<file path="config.mk">
export PLATFORM = sky130hd
export DESIGN_NAME = gpu_reg_file_2r1w
export DESIGN_NICKNAME = d
export VERILOG_FILES = /design/src/rtl/gpu_reg_file_2r1w.sv
export SDC_FILE = /design/constraint.sdc
export NUM_CORES = 1
export LEC_CHECK = 0
export CAP_MARGIN = 20
export CORE_MARGIN = 2
export CORE_UTILIZATION = 56
export CTS_BUF_LIST = sky130_fd_sc_hd__clkbuf_8 sky130_fd_sc_hd__clkbuf_16
export DETAILED_ROUTE_END_ITERATION = 16
export GPL_TIMING_DRIVEN = 1
export PLACE_DENSITY_LB_ADDON = 0.05
export SYNTH_ARGS = -nofsm -noshare
export SYNTH_HDL_FRONTEND = slang
export SYNTH_SLANG_ARGS = --single-unit
</file>
<file path="constraint.sdc">
create_clock -name clk -period 13.2 [get_ports clk]
set_input_delay 2.64 -clock clk [delete_from_list [all_inputs] [get_ports clk]]
set_output_delay 2.64 -clock clk [all_outputs]
set_load 0.01 [all_outputs]
</file>
<file path="src/rtl/gpu_reg_file_2r1w.sv">
// gpu_reg_file_2r1w: two registered read ports, one write port, write-first
// bypass, optional hardwired zero register and a self-timed bulk clear.
module gpu_reg_file_2r1w #(
  parameter int D_WIDTH  = 16,
  parameter int A_WIDTH  = 4,
  parameter int RF_DEPTH = 16,
  parameter int ZERO_REG = 0
) (
  input  logic               clk,
  input  logic               rst,
  input  logic [A_WIDTH-1:0] read_addr_a,
  input  logic [A_WIDTH-1:0] read_addr_b,
  output logic [D_WIDTH-1:0] read_data_a,
  output logic [D_WIDTH-1:0] read_data_b,
  input  logic [A_WIDTH-1:0] write_addr,
  input  logic [D_WIDTH-1:0] write_data,
  input  logic               write_enable,
  output logic               write_ready,
  input  logic               clear_req,
  output logic               clear_busy,
  output logic               clear_done
);
  // One extra counter bit so a full 2^A_WIDTH sweep can still hit its last index.
  localparam int CW = A_WIDTH + 1;

  typedef enum logic {IDLE, CLEAR} state_t;

  state_t                           state_q;
  logic                             clear_busy_q, clear_done_q;
  logic [A_WIDTH:0]                 cnt_q;
  logic [RF_DEPTH-1:0][D_WIDTH-1:0] mem;
  logic [D_WIDTH-1:0]               rd_a_q, rd_a_d, rd_b_q, rd_b_d;
  logic                             wr_acc;

  // Address maps to a real, writable/readable register (not out of range,
  // not the hardwired zero register).
  function automatic logic addr_ok(input logic [A_WIDTH-1:0] a);
    return ({1'b0, a} < CW'(RF_DEPTH)) && !((ZERO_REG != 0) && (a == '0));
  endfunction

  // Write-first read value: accepted write bypasses, the sweep counts as a
  // write of zero, otherwise the stored register.
  function automatic logic [D_WIDTH-1:0] rd_next(
    input logic [A_WIDTH-1:0]                 a,
    input logic [RF_DEPTH-1:0][D_WIDTH-1:0]   m,
    input logic                               wacc,
    input logic [A_WIDTH-1:0]                 wa,
    input logic [D_WIDTH-1:0]                 wd,
    input logic                               sweep,
    input logic [A_WIDTH:0]                   cnt
  );
    logic [D_WIDTH-1:0] v;
    v = '0;
    if (!addr_ok(a))                    v = '0;
    else if (wacc && (a == wa))         v = wd;
    else if (sweep && ({1'b0, a} == cnt)) v = '0;
    else
      for (int i = 0; i < RF_DEPTH; i++)
        if ({1'b0, a} == CW'(i)) v = m[i];
    return v;
  endfunction

  assign write_ready = !clear_busy_q;
  assign wr_acc      = write_enable && write_ready && addr_ok(write_addr);
  assign clear_busy  = clear_busy_q;
  assign clear_done  = clear_done_q;
  assign read_data_a = rd_a_q;
  assign read_data_b = rd_b_q;

  // Storage: one register per entry; sweep and write never coincide because
  // write_ready is low for the whole sweep.
  for (genvar i = 0; i < RF_DEPTH; i++) begin : g_reg
    logic [D_WIDTH-1:0] reg_q, reg_d;
    logic               sweep_hit, wr_hit;

    assign sweep_hit = clear_busy_q && (cnt_q == CW'(i));
    assign wr_hit    = wr_acc && ({1'b0, write_addr} == CW'(i));
    assign mem[i]    = reg_q;

    // Next-state for this entry: sweep zero, else accepted write, else hold.
    always_comb begin
      reg_d = reg_q;
      if (sweep_hit)   reg_d = '0;
      else if (wr_hit) reg_d = write_data;
    end

    // Entry register.
    always_ff @(posedge clk or posedge rst) begin
      if (rst) reg_q <= '0;
      else     reg_q <= reg_d;
    end
  end

  // Read-port next values.
  always_comb begin
    rd_a_d = rd_next(read_addr_a, mem, wr_acc, write_addr, write_data, clear_busy_q, cnt_q);
    rd_b_d = rd_next(read_addr_b, mem, wr_acc, write_addr, write_data, clear_busy_q, cnt_q);
  end

  // Registered read data.
  always_ff @(posedge clk or posedge rst) begin
    if (rst) begin
      rd_a_q <= '0;
      rd_b_q <= '0;
    end else begin
      rd_a_q <= rd_a_d;
      rd_b_q <= rd_b_d;
    end
  end

  // Clear sequencer: one entry per cycle, done pulse after the last one.
  // A clear_req arriving mid-sweep is dropped, not queued.
  always_ff @(posedge clk or posedge rst) begin
    if (rst) begin
      state_q      <= IDLE;
      clear_busy_q <= 1'b0;
      clear_done_q <= 1'b0;
      cnt_q        <= '0;
    end else begin
      clear_done_q <= 1'b0;
      case (state_q)
        IDLE: begin
          if (clear_req) begin
            state_q      <= CLEAR;
            clear_busy_q <= 1'b1;
            cnt_q        <= '0;
          end
        end
        CLEAR: begin
          cnt_q <= cnt_q + 1'b1;
          if (cnt_q == CW'(RF_DEPTH - 1)) begin
            state_q      <= IDLE;
            clear_busy_q <= 1'b0;
            clear_done_q <= 1'b1;
          end
        end
        default: state_q <= IDLE;
      endcase
    end
  end
endmodule

</file>
Yosys cells after proc, flatten, opt, wreduce, memory -nomap -nowiden. Cells that the tools add are included. Widths: inputs -> output; s select.

Flip-flop bits (word level): 296. Input port bits: 32. Output and inout port bits: 35. Logic and storage cells: 227.

Add/sub/neg operators: 1. Equality and inequality tests: 66. Multiplexer cells: 78. Bitwise gates (word level): 1. Reduce and logical (&&, ||, !) cells: 59.

Operators with widths (number): $mux 16 (68); $eq 4x4->1 const B (24); $eq 4x3->1 const B (12); $eq 5x4->1 const B (8); $logic_and 1x1->1 (37); $reduce_bool 2->1 (16); $eq 4x2->1 const B (6); $eq 5x3->1 const B (4); $eq 4x1->1 const B (3); $logic_not 4->1 (3); $eq 4x5->1 (2); $eq 5x2->1 const B (2); $pmux 5 s2 (1); $eq 4x4->1 (2); $mux 1 (6); $add 5x1->5 const B (1); $eq 5x1->1 const B (1); $logic_not 5->1 (1); $mux 5 (1); $pmux 1 s2 (2); $ne 2x1->1 const B (1); $ne 2x2->1 const B (1); $reduce_and 2->1 (1); $logic_not 1->1 (1); $not 1->1 (1).

Depth between registers and ports, before layout.
Depth in word-level cells: 19. Mapped depth: 10. Mapped depth without buffers: 6.

Worst setup path after synthesis. OpenSTA, ideal clock, no wires.

Path type: input to register. Start: input write_addr[3]. End: register rd_a_q[11] (netlist: read_data_a[11]). Library setup time: 0.122 ns. Arrival: 3.912 ns. Required time: 13.078 ns. Path slack: 9.167 ns. Cell stages on the path: 6. Path buffers: 2. Cells stage by stage: buf_2 xor2_1 nor4_4 a31oi_4 buf_4 a32o_1.

Word-level cells in the longest chain between the ends: 3.

Ends and longest elaborated chain: start: declaration (RTL line 15) `input logic [A_WIDTH-1:0] write_addr,`; $eq 4x4->1 (RTL line 55) `else if (wacc && (a == wa)) v = wd;`; $logic_and 1x1->1 (RTL line 55); $mux 16 (RTL line 55); via rd_a_d[11] (RTL line 32) `logic [D_WIDTH-1:0] rd_a_q, rd_a_d, rd_b_q, rd_b_d;`; end signal: assignment (RTL line 106) `rd_a_q <= rd_a_d;`; end: declaration (RTL line 32).

The timed path passes the listed nets, and every way through them passes these cells. A chain may end at the register's enable or synchronous reset.

Final worst setup path.
Start: input read_addr_b[3]. End: register rd_b_q[14] (netlist: read_data_b[14]).

Word-level cells in the longest chain between the ends: 19. Elaborated cells on any way between the ends: 38. Classes of those cells: eq/ne: 17; mux: 18; reduce/logical: 3.

Ends and longest elaborated chain: start: declaration (RTL line 12) `input logic [A_WIDTH-1:0] read_addr_b,`; $logic_not 4->1 (RTL line 59) `if ({1'b0, a} == CW'(i)) v = m[i];`; $mux 16 (16 in series) (RTL line 59); $mux 16 (RTL line 56) `else if (sweep && ({1'b0, a} == cnt)) v = '0;`; $mux 16 * (RTL line 55); via rd_b_d[14] (RTL line 32); end signal: assignment (RTL line 107) `rd_b_q <= rd_b_d;`; end: declaration (RTL line 32).

Mark *: on every way through the listed nets, which the timed path passes. The rest lies on a longest branch.

==> reports/results.tsv <==
stage	metric	value	unit
status	status	completed	
sta	setup_viol	0	
synth	seq_area_frac_synth	45.6	%
sta	hold_ws	0.501	ns
synth	yosys.area_share.xor_xnor	0.917	%
synth	syn-mean-instance-area	10.4	um2
cts	cts_sinks	296	
grt	grt_antenna_before_repair	0	
grt	grt_pass1_wl	91700	um
die	start_util	56.7	%
synth	synth_fa_ha_area_share	0.385	%
final_layout	n_antenna_cell	0	
critical_path	r2r-end	g_reg[3].reg_q[11]	
cts	insertion_delay	0.52	ns
sta	tightestPinTransition	1.20	ns
pwr	p_int	2460	uW
sta	clock_skew	0.0170	ns
final_layout	finish.utilization	62.9	%
grt	grt_pass1_vias	14102	
sta	rsz0062_at_grt	false	
sta	slew_headroom	19.8	%
min_path	hold_class	reg -> reg	
final_layout	drive_above_1_share	12.1	%
sta	maxSlewViolCount	0	
pwr	p_switching	1310	uW
pwr	ir_worst_vdd	0.155	mV
critical_path	worst-r2r-setup-slack	10.10	ns
detailed_routing	drtAntennaViolNets	0	
synth	yosys_warnings	0	
pwr	pwr-share-clk	27.0	%
placement	place_ws	7.46	ns
die	dieWidth	174	um
synth	synth_top_family_by_area	compound AO/OA/AOI/OAI gates	
critical_path	worstPathArrival	5.68	ns
sta	hold_viol_final	0	
critical_path	start_kind	input port	
run	cap_violations	0	
synth	synthDistinctLibCells	78	
cts	ctsResizeCount	0	
synth	synth_compound_gate_area_share	30.4	%
pwr	sequentialPowerShare	43.6	%
cts	ctsHoldBuffers	0	
pwr	leakagePower	0.00788	uW
sta	fmax	189	MHz
grt	grt_max_degree	81	
critical_path	cp-startpoint	read_addr_b[3]	
die	dieArea	0.0304	mm2
detailed_routing	firstDrtPassIters	7	
detailed_routing	drc	0	
critical_path	crit_chain	clkdlybuf4s50_1, buf_4, inv_1, nor2_2, nand2_1, o22ai_1, o21ai_1, a22o_1	
cts	cts_buffers	35	
critical_path	endpoint_kind	flip-flop	
detailed_routing	wl	61000	um
critical_path	ff2ff_path_depth	5	
detailed_routing	wl_per_cell	31.6	um
critical_path	slowest_stage	nor2_2	
cts	postCtsSetupBuffers	0	
die	io_pins	67	
sta	setup_ws	7.91	ns
grt	grt-ovfl-total	0	
synth	synth-edff-count	0	
critical_path	required	13.59	ns
placement	place_congestion	0.967	
critical_path	rr_startpoint	clear_busy	
synth	syn-num-nets	1596	
die	rows	62	
pwr	total_power	3780	uW
critical_path	endpoint	read_data_b[14]	
critical_path	path_class	in -> reg	
cts	cts_tree	done	
die	die_y	174	um
die	core	0.0286	mm2
synth	synth_mux_area_share	7.24	%
placement	dp_hpwl	38400	um
critical_path	crit_path_max_incr_delay	0.64	ns
placement	port_buffers	66	
cts	clk_pin_slew	0.06	ns
cts	htreeDepth	2	
sta	finalCriticalPeriod	5.29	ns
synth	synth-seq-cells	296	
detailed_routing	drt-initial-drc-count	2438	
grt	grt_usage	40.0	%
final_layout	fillers	2348	
detailed_routing	via_count	14713	
critical_path	crit_fanout	39	
synth	async_reset_ff_share	100	%
cts	clockBufferDepth	3	
detailed_routing	via_per_inst	7.62	
synth	synthFlopType	dfrtp_1	
synth	synth-simple-area-share	9.48	%
pwr	combPwrFrac	29.3	%
synth	synth_cells	1559	
synth	syn_area	0.0162	mm2
sta	post-route-period-util	40.1	%
final_layout	area.growth.synth_to_final	10.8	%
pwr	switching_share	34.8	%
cts	root_buffer	clkbuf_16	
final_layout	finalNetCount	1559	
sta	fin_tns_setup	0	ns
pwr	power.density	210	mW/mm2
[worst min-delay path by stage]
stage,slack (ns),cells past startpoint,end,from
after floorplan,0.47,1,g_reg[10].reg_q[10],g_reg[10].reg_q[10]
after global placement,0.48,1,g_reg[6].reg_q[6],g_reg[6].reg_q[6]
after detailed placement,0.48,1,g_reg[6].reg_q[6],g_reg[6].reg_q[6]
after CTS,0.51,1,g_reg[6].reg_q[6],g_reg[6].reg_q[6]
after global routing,0.52,1,g_reg[13].reg_q[15],g_reg[13].reg_q[15]
final,0.50,1,g_reg[13].reg_q[15],g_reg[13].reg_q[15]
[critical path, delay by kind of cell]
family | cells | cell delay (ns)
buf+inv | 3 | 1.45
simple gates | 2 | 0.98
compound gates | 3 | 0.59
[cell families after synthesis]
| logic type | Yosys count |
|---|---|
| muxes | 95 |
| xor gates and xnor gates | 17 |
| AOI/OAI and AO/OA | 648 |
| and+or+nand+nor | 305 |
| buffers and inverters | 193 |
| adders and majority gates | 5 |
| DFF | 296 |
[flip-flops by register name, summed over array words and instances (netlist names)]
signal and count:
cnt_q 5, read_data_a 16, g.reg_q 256, read_data_b 16, clear_done 1, state_q 1
clear_busy 1
[through the flow]
step	instances	area (um2)
6_report	1930	18000
5_1_grt	1930	18000
4_1_cts	1923	17900
3_5_place_dp	1862	16700
3_3_place_gp	1859	16600
2_1_floorplan	1559	16200
[layer usage]
metal  vias to the layer above  track usage, %  part of all wire, %
met5                         -               0                    0
met1                      7295            55.2                   38
li1                       5880               -                    -
met4                         0            21.4                  6.4
met2                      1260            59.3                   44
met3                       278            8.55                   12
[synthesized netlist by cell type (7+ instances only)]
library cell	n	share of area (%)
dfrtp_1	296	46
a22o_1	267	14
nand2_1	105	2.4
a21oi_1	94	2.9
o21ai_0	81	2.5
buf_2	71	2.2
nor2_1	65	1.5
mux2i_1	56	3.5
clkbuf_1	50	1.2
o22ai_1	26	1.0
a22oi_1	24	1.1
nand3_1	24	0.74
inv_1	22	0.51
nor3_1	21	0.65
buf_1	20	0.46
mux2_2	20	1.4
nor2b_1	20	0.77
buf_4	18	0.83
a221oi_1	16	0.86
mux4_2	15	2.1
a211oi_1	14	0.65
nor2_2	14	0.54
a31oi_1	13	0.50
a32o_1	13	0.80
o221ai_1	13	0.70
buf_6	12	0.83
nand2b_1	12	0.46
xor2_1	12	0.65
a31oi_2	10	0.77
and3_1	9	0.35
o211ai_1	9	0.42
o21ai_1	9	0.28
a2bb2oi_1	7	0.38
o31ai_1	7	0.32
[cells in the final DEF (no fill, tap or decap), types with 25 or more instances in the layout]
| cell | instances |
|---|---|
| buf_4 | 25 |
| dfrtp_1 | 296 |
| a21oi_1 | 93 |
| o22ai_1 | 26 |
| mux2i_1 | 56 |
| a22o_1 | 267 |
| nand2_1 | 105 |
| clkbuf_16 | 37 |
| o21ai_0 | 81 |
| clkdlybuf4s50_1 | 59 |
| nor2_1 | 65 |
[cell type report]
type	count	area [um2]	area share, %
inverter	22	90.1	0.500
tap	384	480	2.67
timing repair buffer	97	937	5.21
clock buffer	44	1020	5.68
sequential	296	7410	41.1
multi-input combinational	1070	7880	43.7
clock inverter	17	189	1.05
[power by group through the flow]
| stage | registers, uW | clock network, uW | logic, uW |
|---|---|---|---|
| floorplan | 1520 | 0 | 796 |
| global placement | 1630 | 0 | 1050 |
| detailed placement | 1630 | 0 | 1080 |
| CTS | 1630 | 1020 | 1080 |
| global route | 1680 | 1060 | 1190 |
| finish | 1650 | 1020 | 1110 |
No activity file was read; power rests on OpenSTA's default activity.
